## src/rtl/fifo_stat_regs_if.sv

```systemverilog
// Register read port between the FIFO status bank and the debug/CSR
// interconnect. The CSR side is the master (issues reads); the status
// bank is the slave (returns registered data one cycle later).
interface fifo_stat_regs_if;
    logic        reg_rd_en;
    logic [3:0]  reg_addr;
    logic [31:0] reg_rdata;
    logic        reg_rvld;
    logic        reg_err;

    modport master (
        output reg_rd_en,
        output reg_addr,
        input  reg_rdata,
        input  reg_rvld,
        input  reg_err
    );

    modport slave (
        input  reg_rd_en,
        input  reg_addr,
        output reg_rdata,
        output reg_rvld,
        output reg_err
    );
endinterface

```

## src/rtl/fifo_stat_regs.sv

```systemverilog
// Status and ECC-error register bank for the SyncFIFO.
// Captures corrected readout data, pointers and error indices each cycle
// (unless frozen), keeps saturating per-source error counters and a sticky
// first-error record, and exposes everything through a registered read port.
//
// Address map (32-bit words, zero-extended):
//   0 fifo_out      1 data_err_idx   2 wr_ptr     3 wr_ptr_err_idx
//   4 rd_ptr        5 rd_ptr_err_idx 6 cnt_data   7 cnt_wr   8 cnt_rd
//   9 sticky {valid[31], src[25:24], idx[ERRDATA-1:0]}
//  10 status {irq[1], freeze[0]}
//  11-15 unmapped: rdata=0, reg_err=1
//
// Optional feature: define FIFO_STAT_IRQ_EN to build the threshold interrupt.
// Without it irq is tied low and err_thresh is ignored.
module fifo_stat_regs #(
    parameter int ADDR    = 10,
    parameter int ERRPTR  = 4,
    parameter int WIDTH   = 32,
    parameter int ERRDATA = 6,
    parameter int CNTW    = 16
) (
    input  logic                clk,
    input  logic                rst_n,
    input  logic [WIDTH-1:0]    fifo_out,
    input  logic [ERRDATA-1:0]  data_err_idx,
    input  logic [ADDR-1:0]     wr_ptr,
    input  logic [ERRPTR-1:0]   wr_ptr_err_idx,
    input  logic [ADDR-1:0]     rd_ptr,
    input  logic [ERRPTR-1:0]   rd_ptr_err_idx,
    input  logic                freeze,
    input  logic                clr,
    input  logic [CNTW-1:0]     err_thresh,
    fifo_stat_regs_if.slave     reg_bus,
    output logic                irq
);

    typedef enum logic [1:0] {
        SRC_DATA = 2'd0,
        SRC_WR   = 2'd1,
        SRC_RD   = 2'd2
    } src_e;

    localparam logic [CNTW-1:0] CNT_MAX   = '1;
    localparam logic [3:0]      ADDR_LAST = 4'd10;

    // Live capture registers
    logic [WIDTH-1:0]   live_fifo_out;
    logic [ERRDATA-1:0] live_data_err_idx;
    logic [ADDR-1:0]    live_wr_ptr;
    logic [ERRPTR-1:0]  live_wr_ptr_err_idx;
    logic [ADDR-1:0]    live_rd_ptr;
    logic [ERRPTR-1:0]  live_rd_ptr_err_idx;

    // Error counters and their next-state values
    logic [CNTW-1:0] cnt_data, cnt_wr, cnt_rd;
    logic [CNTW-1:0] cnt_data_nxt, cnt_wr_nxt, cnt_rd_nxt;

    // Sticky first-error record
    logic               stk_valid, stk_valid_nxt;
    src_e               stk_src, stk_src_nxt;
    logic [ERRDATA-1:0] stk_idx, stk_idx_nxt;

    // Per-source error strobes for this cycle
    logic hit_data, hit_wr, hit_rd;

    // Read mux output
    logic [31:0] rd_word;
    logic        rd_bad;

    // Error strobes: any nonzero index means an error this cycle
    always_comb begin
        hit_data = (data_err_idx != '0);
        hit_wr   = (wr_ptr_err_idx != '0);
        hit_rd   = (rd_ptr_err_idx != '0);
    end

    // Live registers follow their inputs unless frozen
    always_ff @(posedge clk or negedge rst_n) begin
        if (!rst_n) begin
            live_fifo_out       <= '0;
            live_data_err_idx   <= '0;
            live_wr_ptr         <= '0;
            live_wr_ptr_err_idx <= '0;
            live_rd_ptr         <= '0;
            live_rd_ptr_err_idx <= '0;
        end else if (!freeze) begin
            live_fifo_out       <= fifo_out;
            live_data_err_idx   <= data_err_idx;
            live_wr_ptr         <= wr_ptr;
            live_wr_ptr_err_idx <= wr_ptr_err_idx;
            live_rd_ptr         <= rd_ptr;
            live_rd_ptr_err_idx <= rd_ptr_err_idx;
        end
    end

    // Counter update: clr zeroes the old value first, so an error on the
    // clr edge lands as a count of 1; increments stop at all-ones.
    function automatic logic [CNTW-1:0] cnt_step(
        input logic [CNTW-1:0] cur,
        input logic            hit,
        input logic            clear
    );
        logic [CNTW-1:0] base;
        base = clear ? '0 : cur;
        if (hit && (base != CNT_MAX))
            base = base + CNTW'(1);
        return base;
    endfunction

    // Next-state values for the three saturating counters
    always_comb begin
        cnt_data_nxt = cnt_step(cnt_data, hit_data, clr);
        cnt_wr_nxt   = cnt_step(cnt_wr,   hit_wr,   clr);
        cnt_rd_nxt   = cnt_step(cnt_rd,   hit_rd,   clr);
    end

    // Error counters keep counting regardless of freeze
    always_ff @(posedge clk or negedge rst_n) begin
        if (!rst_n) begin
            cnt_data <= '0;
            cnt_wr   <= '0;
            cnt_rd   <= '0;
        end else begin
            cnt_data <= cnt_data_nxt;
            cnt_wr   <= cnt_wr_nxt;
            cnt_rd   <= cnt_rd_nxt;
        end
    end

    // Sticky record next state: clr empties the record before the
    // first-error check, so an error on the clr edge is captured.
    always_comb begin
        stk_valid_nxt = clr ? 1'b0 : stk_valid;
        stk_src_nxt   = clr ? SRC_DATA : stk_src;
        stk_idx_nxt   = clr ? '0 : stk_idx;
        if (!stk_valid_nxt) begin
            if (hit_data) begin
                stk_valid_nxt = 1'b1;
                stk_src_nxt   = SRC_DATA;
                stk_idx_nxt   = data_err_idx;
            end else if (hit_wr) begin
                stk_valid_nxt = 1'b1;
                stk_src_nxt   = SRC_WR;
                stk_idx_nxt   = ERRDATA'(wr_ptr_err_idx);
            end else if (hit_rd) begin
                stk_valid_nxt = 1'b1;
                stk_src_nxt   = SRC_RD;
                stk_idx_nxt   = ERRDATA'(rd_ptr_err_idx);
            end
        end
    end

    // Sticky first-error record
    always_ff @(posedge clk or negedge rst_n) begin
        if (!rst_n) begin
            stk_valid <= 1'b0;
            stk_src   <= SRC_DATA;
            stk_idx   <= '0;
        end else begin
            stk_valid <= stk_valid_nxt;
            stk_src   <= stk_src_nxt;
            stk_idx   <= stk_idx_nxt;
        end
    end

`ifdef FIFO_STAT_IRQ_EN
    logic irq_set;

    // Threshold compare on post-clear counter values
    always_comb begin
        irq_set = (err_thresh != '0) &&
                  ((cnt_data_nxt >= err_thresh) ||
                   (cnt_wr_nxt   >= err_thresh) ||
                   (cnt_rd_nxt   >= err_thresh));
    end

    // Sticky interrupt: cleared by clr, but re-set on the same edge if the
    // post-clear counts still meet the threshold
    always_ff @(posedge clk or negedge rst_n) begin
        if (!rst_n)
            irq <= 1'b0;
        else
            irq <= (irq & ~clr) | irq_set;
    end
`else
    logic unused_err_thresh;
    assign unused_err_thresh = ^err_thresh;
    assign irq = 1'b0;
`endif

    // Address decode for the read port (pre-edge register values)
    always_comb begin
        rd_word = '0;
        rd_bad  = (reg_bus.reg_addr > ADDR_LAST);
        case (reg_bus.reg_addr)
            4'd0:  rd_word = 32'(live_fifo_out);
            4'd1:  rd_word = 32'(live_data_err_idx);
            4'd2:  rd_word = 32'(live_wr_ptr);
            4'd3:  rd_word = 32'(live_wr_ptr_err_idx);
            4'd4:  rd_word = 32'(live_rd_ptr);
            4'd5:  rd_word = 32'(live_rd_ptr_err_idx);
            4'd6:  rd_word = 32'(cnt_data);
            4'd7:  rd_word = 32'(cnt_wr);
            4'd8:  rd_word = 32'(cnt_rd);
            4'd9: begin
                rd_word[31]           = stk_valid;
                rd_word[25:24]        = stk_src;
                rd_word[ERRDATA-1:0]  = stk_idx;
            end
            4'd10: rd_word = {30'd0, irq, freeze};
            default: rd_word = '0;
        endcase
    end

    // Registered read response; rdata holds between reads
    always_ff @(posedge clk or negedge rst_n) begin
        if (!rst_n) begin
            reg_bus.reg_rdata <= '0;
            reg_bus.reg_rvld  <= 1'b0;
            reg_bus.reg_err   <= 1'b0;
        end else if (reg_bus.reg_rd_en) begin
            reg_bus.reg_rdata <= rd_word;
            reg_bus.reg_rvld  <= 1'b1;
            reg_bus.reg_err   <= rd_bad;
        end else begin
            reg_bus.reg_rvld  <= 1'b0;
            reg_bus.reg_err   <= 1'b0;
        end
    end

endmodule

```

## src/flat_wrapper.sv

```systemverilog
// flat-port wrapper written by rule: the top's interface ports become plain ports
module fifo_stat_regs_flat 
#(
    parameter int ADDR    = 10,
    parameter int ERRPTR  = 4,
    parameter int WIDTH   = 32,
    parameter int ERRDATA = 6,
    parameter int CNTW    = 16
)
  (clk, rst_n, fifo_out, data_err_idx, wr_ptr, wr_ptr_err_idx, rd_ptr, rd_ptr_err_idx, freeze, clr, err_thresh, irq, reg_bus_reg_rd_en, reg_bus_reg_addr, reg_bus_reg_rdata, reg_bus_reg_rvld, reg_bus_reg_err);
  fifo_stat_regs_if reg_bus_i ();
  input  logic clk;
  input  logic rst_n;
  input  logic [WIDTH-1:0] fifo_out;
  input  logic [ERRDATA-1:0] data_err_idx;
  input  logic [ADDR-1:0] wr_ptr;
  input  logic [ERRPTR-1:0] wr_ptr_err_idx;
  input  logic [ADDR-1:0] rd_ptr;
  input  logic [ERRPTR-1:0] rd_ptr_err_idx;
  input  logic freeze;
  input  logic clr;
  input  logic [CNTW-1:0] err_thresh;
  output logic irq;
  input wire logic [$bits(reg_bus_i.reg_rd_en)-1:0] reg_bus_reg_rd_en;
  input wire logic [$bits(reg_bus_i.reg_addr)-1:0] reg_bus_reg_addr;
  output wire logic [$bits(reg_bus_i.reg_rdata)-1:0] reg_bus_reg_rdata;
  output wire logic [$bits(reg_bus_i.reg_rvld)-1:0] reg_bus_reg_rvld;
  output wire logic [$bits(reg_bus_i.reg_err)-1:0] reg_bus_reg_err;
  assign reg_bus_i.reg_rd_en = reg_bus_reg_rd_en;
  assign reg_bus_i.reg_addr = reg_bus_reg_addr;
  assign reg_bus_reg_rdata = reg_bus_i.reg_rdata;
  assign reg_bus_reg_rvld = reg_bus_i.reg_rvld;
  assign reg_bus_reg_err = reg_bus_i.reg_err;
  fifo_stat_regs #(.ADDR(ADDR), .ERRPTR(ERRPTR), .WIDTH(WIDTH), .ERRDATA(ERRDATA), .CNTW(CNTW)) u_core (.clk(clk), .rst_n(rst_n), .fifo_out(fifo_out), .data_err_idx(data_err_idx), .wr_ptr(wr_ptr), .wr_ptr_err_idx(wr_ptr_err_idx), .rd_ptr(rd_ptr), .rd_ptr_err_idx(rd_ptr_err_idx), .freeze(freeze), .clr(clr), .err_thresh(err_thresh), .reg_bus(reg_bus_i), .irq(irq));
endmodule
```

## config.mk

```make
export PLATFORM = sky130hd
export DESIGN_NAME = fifo_stat_regs_flat
export DESIGN_NICKNAME = d
export VERILOG_FILES = /design/src/rtl/fifo_stat_regs_if.sv /design/src/rtl/fifo_stat_regs.sv /design/src/flat_wrapper.sv
export SDC_FILE = /design/constraint.sdc
export NUM_CORES = 1
export LEC_CHECK = 0
export CORE_ASPECT_RATIO = 1.75
export CORE_MARGIN = 2
export CORE_UTILIZATION = 58
export CTS_CLUSTER_SIZE = 10
export DETAILED_ROUTE_END_ITERATION = 16
export DONT_BUFFER_PORTS = 1
export GPL_TIMING_DRIVEN = 0
export PLACE_DENSITY = 0.76
export SYNTH_ARGS = -nofsm -noshare
export SYNTH_HDL_FRONTEND = slang
export SYNTH_SLANG_ARGS = --single-unit
export TNS_END_PERCENT = 50
```

## constraint.sdc

```tcl
create_clock -name clk -period 1.8 [get_ports clk]
set_input_delay 0.45 -clock clk [delete_from_list [all_inputs] [get_ports clk]]
set_output_delay 0.45 -clock clk [all_outputs]
set_load 0.1 [all_outputs]
```

==> results_dict.tcl, run 1 <==
set metrics [dict create \
    worst_setup_path_end_kind "flop" \
    die_width_um 92.0 \
    path_buf_inv 1 \
    worst_case_setup_slack_after_placement_ps -765 \
    port-buffer-count 0 \
    ctsLongestPathBuffers 2 \
    globalRouteTotalUtil 0.332 \
    total_standard_cell_area_after_synthesis_um2 7850 \
    grt_start_max_net_pins 158 \
    synth_cell_types 66 \
    count_of_placed_standard_cells_including_taps 908 \
    cpMaxStageDelayCell "sky130_fd_sc_hd__or4b_4" \
    nets 884 \
    final_area_um2 9450 \
    rows 56 \
    drive_gt1_frac 0.321 \
    grt_first_pass_wirelength_mm 36.5 \
    cts-buffers-inserted 17 \
    ant_nets 0 \
    post-route-min-period_ps 1940 \
    grt_antenna_before_repair 0 \
    grt_setup_unrepaired "yes" \
    critical_path_arrival_ps 2250 \
    area_growth_syn_to_layout_pct 20.3 \
    grt_remaining_overflow 0 \
    synth-edff-count 0 \
    critical-path-top-delay-family "simple AND/OR/NAND/NOR gates" \
    worst-slew-pin-transition_ps 919 \
    drc 0 \
    multiInputGateArea_um2 4040 \
    area_fraction_of_the_dominant_cell_type_after_synthesis 0.500 \
    layout.filler_cells 928 \
    synthTopCellsByArea "sky130_fd_sc_hd__dfrtp_1, sky130_fd_sc_hd__mux2_2, sky130_fd_sc_hd__mux2i_1, sky130_fd_sc_hd__xnor2_1, sky130_fd_sc_hd__nor2_1" \
    synth_most_common_cell "sky130_fd_sc_hd__dfrtp_1" \
    final_power_mw 8.87 \
    postLayoutSetupSlackWorst_ps -139 \
    timing.critical_path.cells "nor2b_4, ha_4, and3_4, nand3_4, nor3_4, buf_12, or4b_4, xnor2_2" \
    cts.htree.levels 4 \
    dpl.hpwl_mm 16.6 \
    die_area_um2 14500 \
    asyncSetResetFlopFracSynth 1.00 \
    fin_cells 977 \
    cts_num_sinks 157 \
    leading_area_contributor_after_synthesis "sky130_fd_sc_hd__dfrtp_1" \
    synthesis_stage_register_bit_count 157 \
    slowest_delay_ps 500 \
    setup_total_negative_slack_ps -556 \
    pwr_density_cell_nw_per_um2 939 \
    worstSkewPairLatency_ps 430 \
    die_h_um 158 \
    syn-instance-count 734 \
    slew_violations 0 \
    tritoncts "done" \
    synthesis.yosys.warnings 0 \
    clock-skew-final_ps 9.59 \
    max_freq_ghz 0.516 \
    final_hold_viol_count 157 \
    most_used_dff_post_synth "sky130_fd_sc_hd__dfrtp_1" \
    most_numerous_cell_types_in_the_synthesized_netlist "sky130_fd_sc_hd__dfrtp_1, sky130_fd_sc_hd__mux2_2, sky130_fd_sc_hd__nor2_1, sky130_fd_sc_hd__nand2_1, sky130_fd_sc_hd__nand3_1" \
    failed_checks "hold timing, setup timing" \
    critical_path_required_ps 2110 \
    sequential_cell_area_um2 3970 \
    cellLeakagePower_nw 3.84 \
    timing.final.crit_share 1.08 \
    critical_path_peak_fanout 7 \
    core_region_area_um2 13300 \
    routedWlPerCell_um 24.6 \
    worst_slew_margin_rel 0.388 \
    setup_viol 8 \
    drv.max_cap_violation_count 0 \
    drt-vias-per-instance 6.63 \
    post_cts_clock_slew_at_the_launch_and_capture_registers_of_the_worst_setup_and_hold_paths_ps 70 \
    rrSetupSlack_ps -140 \
    gpl.final_weighted_congestion 0.992 \
    finalHoldWorstSlack_ps -286 \
    peakVddDrop_uv 621 \
    route.final.wire_length_mm 24.0 \
    drt-pass1-iter-count 7 \
    dpl-instance-area_um2 8250 \
    number_of_global_route_vias_before_repair 6684 \
    start_util 0.590 \
    synth_seq_area_share 0.500 \
    cts_root_buf "sky130_fd_sc_hd__clkbuf_16" \
    worstHoldPathType "in -> async" \
    layout.core_utilization 0.710 \
    run_status "finished with violations" \
    num_antenna_cells 0 \
    route.vias.total 6474 \
    postSynthNetCount 828 \
    avgSynthCellArea_um2 10.7 \
    initialDrtViolationCount 576 \
    worstSetupStartpointType "flop" \
    critical_path_class "reg -> reg" \
    io_pins 126 \
]
==> report_power, final <==
part           leakage [nW]  switching, mW  internal (mW)
combinational          1.62          0.448          0.436
clock                 0.290           1.61           2.10
sequential             1.93          0.499           3.77
total                  3.84           2.56           6.31
==> per-layer routing <==
metal / global-route usage / up-vias / share of wire
li1: - / 2770 / -
met1: 0.356 / 3231 / 0.34
met2: 0.602 / 377 / 0.52
met3: 0.0690 / 96 / 0.073
met4: 0.191 / 0 / 0.058
met5: 0 / - / 0
==> layout make-up <==
class / count / share of cell area
Clock buffer: 18 / 0.0454
Tap cell: 174 / 0.0230
Multi-Input combinational cell: 513 / 0.427
Buffer: 40 / 0.0240
Timing Repair Buffer: 39 / 0.0327
Clock inverter: 14 / 0.0183
Inverter: 22 / 0.00874
Sequential cell: 157 / 0.420
==> placed cells by master, fill, tap and decap left out, types with 16 or more instances in the layout <==
| cell type | instances |
|---|---|
| sky130_fd_sc_hd__dfrtp_1 | 121 |
| sky130_fd_sc_hd__mux2_2 | 76 |
| sky130_fd_sc_hd__nor2_1 | 51 |
| sky130_fd_sc_hd__buf_4 | 38 |
| sky130_fd_sc_hd__dfrtp_2 | 36 |
| sky130_fd_sc_hd__nand2_1 | 33 |
| sky130_fd_sc_hd__o21ai_0 | 31 |
| sky130_fd_sc_hd__nand3_1 | 29 |
| sky130_fd_sc_hd__mux2i_1 | 27 |
| sky130_fd_sc_hd__a21oi_1 | 24 |
| sky130_fd_sc_hd__xnor2_1 | 23 |
| sky130_fd_sc_hd__inv_1 | 21 |
| sky130_fd_sc_hd__clkbuf_1 | 21 |
| sky130_fd_sc_hd__nor2b_1 | 20 |
| sky130_fd_sc_hd__clkbuf_16 | 18 |
| sky130_fd_sc_hd__nand2b_1 | 16 |
==> flip-flops by register name (all words and copies together), names as in the netlist <==
register / count
u_core.cnt_data: 16
u_core.cnt_rd: 16
u_core.cnt_wr: 16
u_core.live_data_err_idx: 6
u_core.live_fifo_out: 32
u_core.live_rd_ptr: 10
u_core.live_rd_ptr_err_idx: 4
u_core.live_wr_ptr: 10
u_core.live_wr_ptr_err_idx: 4
u_core.reg_bus.reg_err: 1
u_core.reg_bus.reg_rdata: 32
u_core.reg_bus.reg_rvld: 1
u_core.stk_idx: 6
u_core.stk_src: 2
u_core.stk_valid: 1
==> logic make-up (layout without fill, tap and decap cells) <==
group                    Yosys count  in the layout  share of synthesized area
AND/OR/NAND/NOR                  240            240                      0.167
flip-flops                       157            157                      0.500
AO/OA/AOI/OAI                    135            135                      0.114
multiplexers                     105            105                      0.148
buffers and inverters             64            133                     0.0335
XOR/XNOR                          29             29                     0.0323
adder cells (fa/ha/maj)            3              3                    0.00478
other                              1              1                   0.000477
==> timing repair <==
action,4_1_cts,5_1_grt
cloned,0,0
pin swaps,13,16
setup endpoints to repair,109,48
hold endpoints to repair,157,157
gates resized for setup,58,33
setup buffers,23,17
==> path summary, 6_finish.rpt <==
check	start	to	depth (start not counted)
max	u_core.cnt_data[0]	u_core.cnt_data[3]	8
min	rst_n	u_core.reg_bus.reg_rdata[31]	0
max reg2reg	u_core.cnt_data[0]	u_core.cnt_data[3]	8
min reg2reg	u_core.live_fifo_out[17]	u_core.reg_bus.reg_rdata[17]	2
max in group asynchronous	rst_n	u_core.reg_bus.reg_rdata[13]	0
min in group clk	reg_bus_reg_rd_en	u_core.reg_bus.reg_rvld	0
Power figures use the tool's default switching activity.
==> inputs of run 2 (changes only) <==
REMOVE_ABC_BUFFERS = 1   (was default)
==> run 2 against run 1 <==
The flow still finishes with violations (hold timing, setup timing); count of clock-buffer cells in the layout stayed put; combinational power is 26% lower; die area stayed put; final cell count is 5.3% lower; non-clock buffer count is 52 lower; core utilization is 2.8 points lower; critical path type unchanged; largest cell class unchanged.
==> results_dict.tcl, run 2 (same netlist as run 1, synthesis figures left out) <==
set metrics [dict create \
    worst_slew_margin_rel 0.385 \
    final_power_mw 8.48 \
    gpl.final_weighted_congestion 0.884 \
    start_util 0.590 \
    route.vias.total 6021 \
    cts-buffers-inserted 17 \
    dpl.hpwl_mm 13.2 \
    grt_start_max_net_pins 158 \
    r2r_start "u_core.cnt_data[1]" \
    slew_violations 0 \
    critical_path_peak_fanout 7 \
    path_buf_inv 1 \
    reg2reg_depth 8 \
    core_region_area_um2 13300 \
    drc 0 \
    grt_remaining_overflow 0 \
    post-route-min-period_ps 1930 \
    critical_path_arrival_ps 2230 \
    nets 832 \
    failed_checks "hold timing, setup timing" \
    biggestRegsByFlops "u_core.live_fifo_out: 32 flops, u_core.reg_bus.reg_rdata: 32 flops" \
    peakVddDrop_uv 681 \
    worstReg2RegEnd "u_core.cnt_data[3]" \
    clock-skew-final_ps 7.49 \
    rows 56 \
    rrSetupSlack_ps -130 \
    timing.critical_path.cells "nor2b_4, ha_2, and3_4, nand3_4, nor3_4, buf_12, or4b_4, xnor2_1" \
    ant_nets 0 \
    port-buffer-count 0 \
    worst_setup_path_end_kind "flop" \
    cts.htree.levels 4 \
    grt_setup_unrepaired "yes" \
    post_cts_clock_slew_at_the_launch_and_capture_registers_of_the_worst_setup_and_hold_paths_ps 70 \
    cellLeakagePower_nw 3.63 \
    mostFrequentLayoutCell "sky130_fd_sc_hd__dfrtp_1" \
    initialDrtViolationCount 490 \
    slowest_delay_ps 480 \
    cts_root_buf "sky130_fd_sc_hd__clkbuf_16" \
    drt-pass1-iter-count 6 \
    critical_path_class "reg -> reg" \
    worstHoldPathType "in -> async" \
    cpMaxStageDelayCell "sky130_fd_sc_hd__or4b_4" \
    worstSkewPairLatency_ps 420 \
    worstSetupStartpointType "flop" \
    max_freq_ghz 0.519 \
    route.final.wire_length_mm 20.4 \
    timing.final.crit_share 1.07 \
    worst-slew-pin-transition_ps 914 \
    layout.filler_cells 957 \
    drv.max_cap_violation_count 0 \
    num_antenna_cells 0 \
    finalHoldWorstSlack_ps -285 \
    run_status "finished with violations" \
    globalRouteTotalUtil 0.271 \
    final_hold_viol_count 157 \
    final_area_um2 9080 \
    die_h_um 158 \
    pwr_density_cell_nw_per_um2 933 \
    ctsLongestPathBuffers 2 \
    die_area_um2 14500 \
    cts_num_sinks 157 \
    drive_gt1_frac 0.297 \
    dpl-instance-area_um2 7890 \
    die_width_um 92.0 \
    critical-path-top-delay-family "simple AND/OR/NAND/NOR gates" \
    postLayoutSetupSlackWorst_ps -127 \
    grt_first_pass_wirelength_mm 30.3 \
    tritoncts "done" \
    number_of_global_route_vias_before_repair 5951 \
    drt-vias-per-instance 6.51 \
    final_cell_mix "sky130_fd_sc_hd__dfrtp_1, sky130_fd_sc_hd__mux2_2, sky130_fd_sc_hd__nor2_1" \
    critical_path_required_ps 2110 \
    area_growth_syn_to_layout_pct 15.6 \
    grt_antenna_before_repair 0 \
    io_pins 126 \
    setup_viol 12 \
    routedWlPerCell_um 22.0 \
]
run 2: cell count changes in the layout (fill, tap and decap cells not counted), moves of 3 or more:
| cell | previous run | this run |
|---|---|---|
| sky130_fd_sc_hd__clkbuf_2 | 3 | 0 |
| sky130_fd_sc_hd__buf_1 | 4 | 0 |
| sky130_fd_sc_hd__clkbuf_1 | 21 | 0 |
| sky130_fd_sc_hd__buf_4 | 38 | 24 |
| sky130_fd_sc_hd__buf_2 | 7 | 0 |
run 2: report_power, final:
part           internal, mW  switching (mW)
logic                 0.380           0.272
clock network          1.99            1.57
registers              3.77           0.489
run 2: area by class of cell:
type | instances | area, um2 | share of cell area
timing repair buffer | 27 | 223 | 0.0245
sequential | 157 | 3980 | 0.438
inverter | 22 | 82.6 | 0.00909
clock buffer | 18 | 439 | 0.0484
clock inverter | 14 | 148 | 0.0163
multi-input combinational | 513 | 4000 | 0.440
tap | 174 | 218 | 0.0240
run 2: worst reg2reg max path: stages, from the launching register on:
cell                      delay (ps)
sky130_fd_sc_hd__dfrtp_1         380
sky130_fd_sc_hd__nor2b_4         130
sky130_fd_sc_hd__ha_2            180
sky130_fd_sc_hd__and3_4          190
sky130_fd_sc_hd__nand3_4          90
sky130_fd_sc_hd__nor3_4           60
sky130_fd_sc_hd__buf_12          150
sky130_fd_sc_hd__or4b_4          480
sky130_fd_sc_hd__xnor2_1         140
run 2: repair_timing:
item	CTS	global route
buffers inserted	9	18
pin swaps	13	18
setup endpoints to repair	75	46
gates cloned	0	0
endpoints found under the hold margin	157	157
gates resized for setup	68	37
run 2: worst max path at each step:
stage | start | to | cells past startpoint | slack (ps)
floorplan | clr | u_core.cnt_data[1] | 7 | -200
global placement | clr | u_core.cnt_data[1] | 7 | -580
detailed placement | clr | u_core.cnt_data[1] | 7 | -630
CTS | u_core.cnt_data[1] | u_core.cnt_data[1] | 7 | -90
global route | u_core.cnt_data[1] | u_core.cnt_data[1] | 8 | -220
finish | u_core.cnt_data[1] | u_core.cnt_data[3] | 8 | -130
run 2: stage by stage:
stage	hold slack [ps]	setup TNS, ps	std cells	setup slack, ps	utilization
finish	-285	-801	925	-127	0.682
global route	-302	-2500	925	-218	0.682
CTS	-290	-540	907	-87.0	0.657
detailed placement	162	-23170	866	-629	0.593
global placement	161	-19040	866	-578	0.593
floorplan	154	-1680	692	-199	-
run 2: metal layers:
| layer | GRT usage | vias up | part of all wire |
|---|---|---|---|
| met1 | 0.296 | 2998 | 0.36 |
| met2 | 0.491 | 282 | 0.54 |
| met4 | 0.134 | 0 | 0.046 |
| met5 | 0 | - | 0 |
| li1 | - | 2668 | - |
| met3 | 0.0619 | 73 | 0.057 |
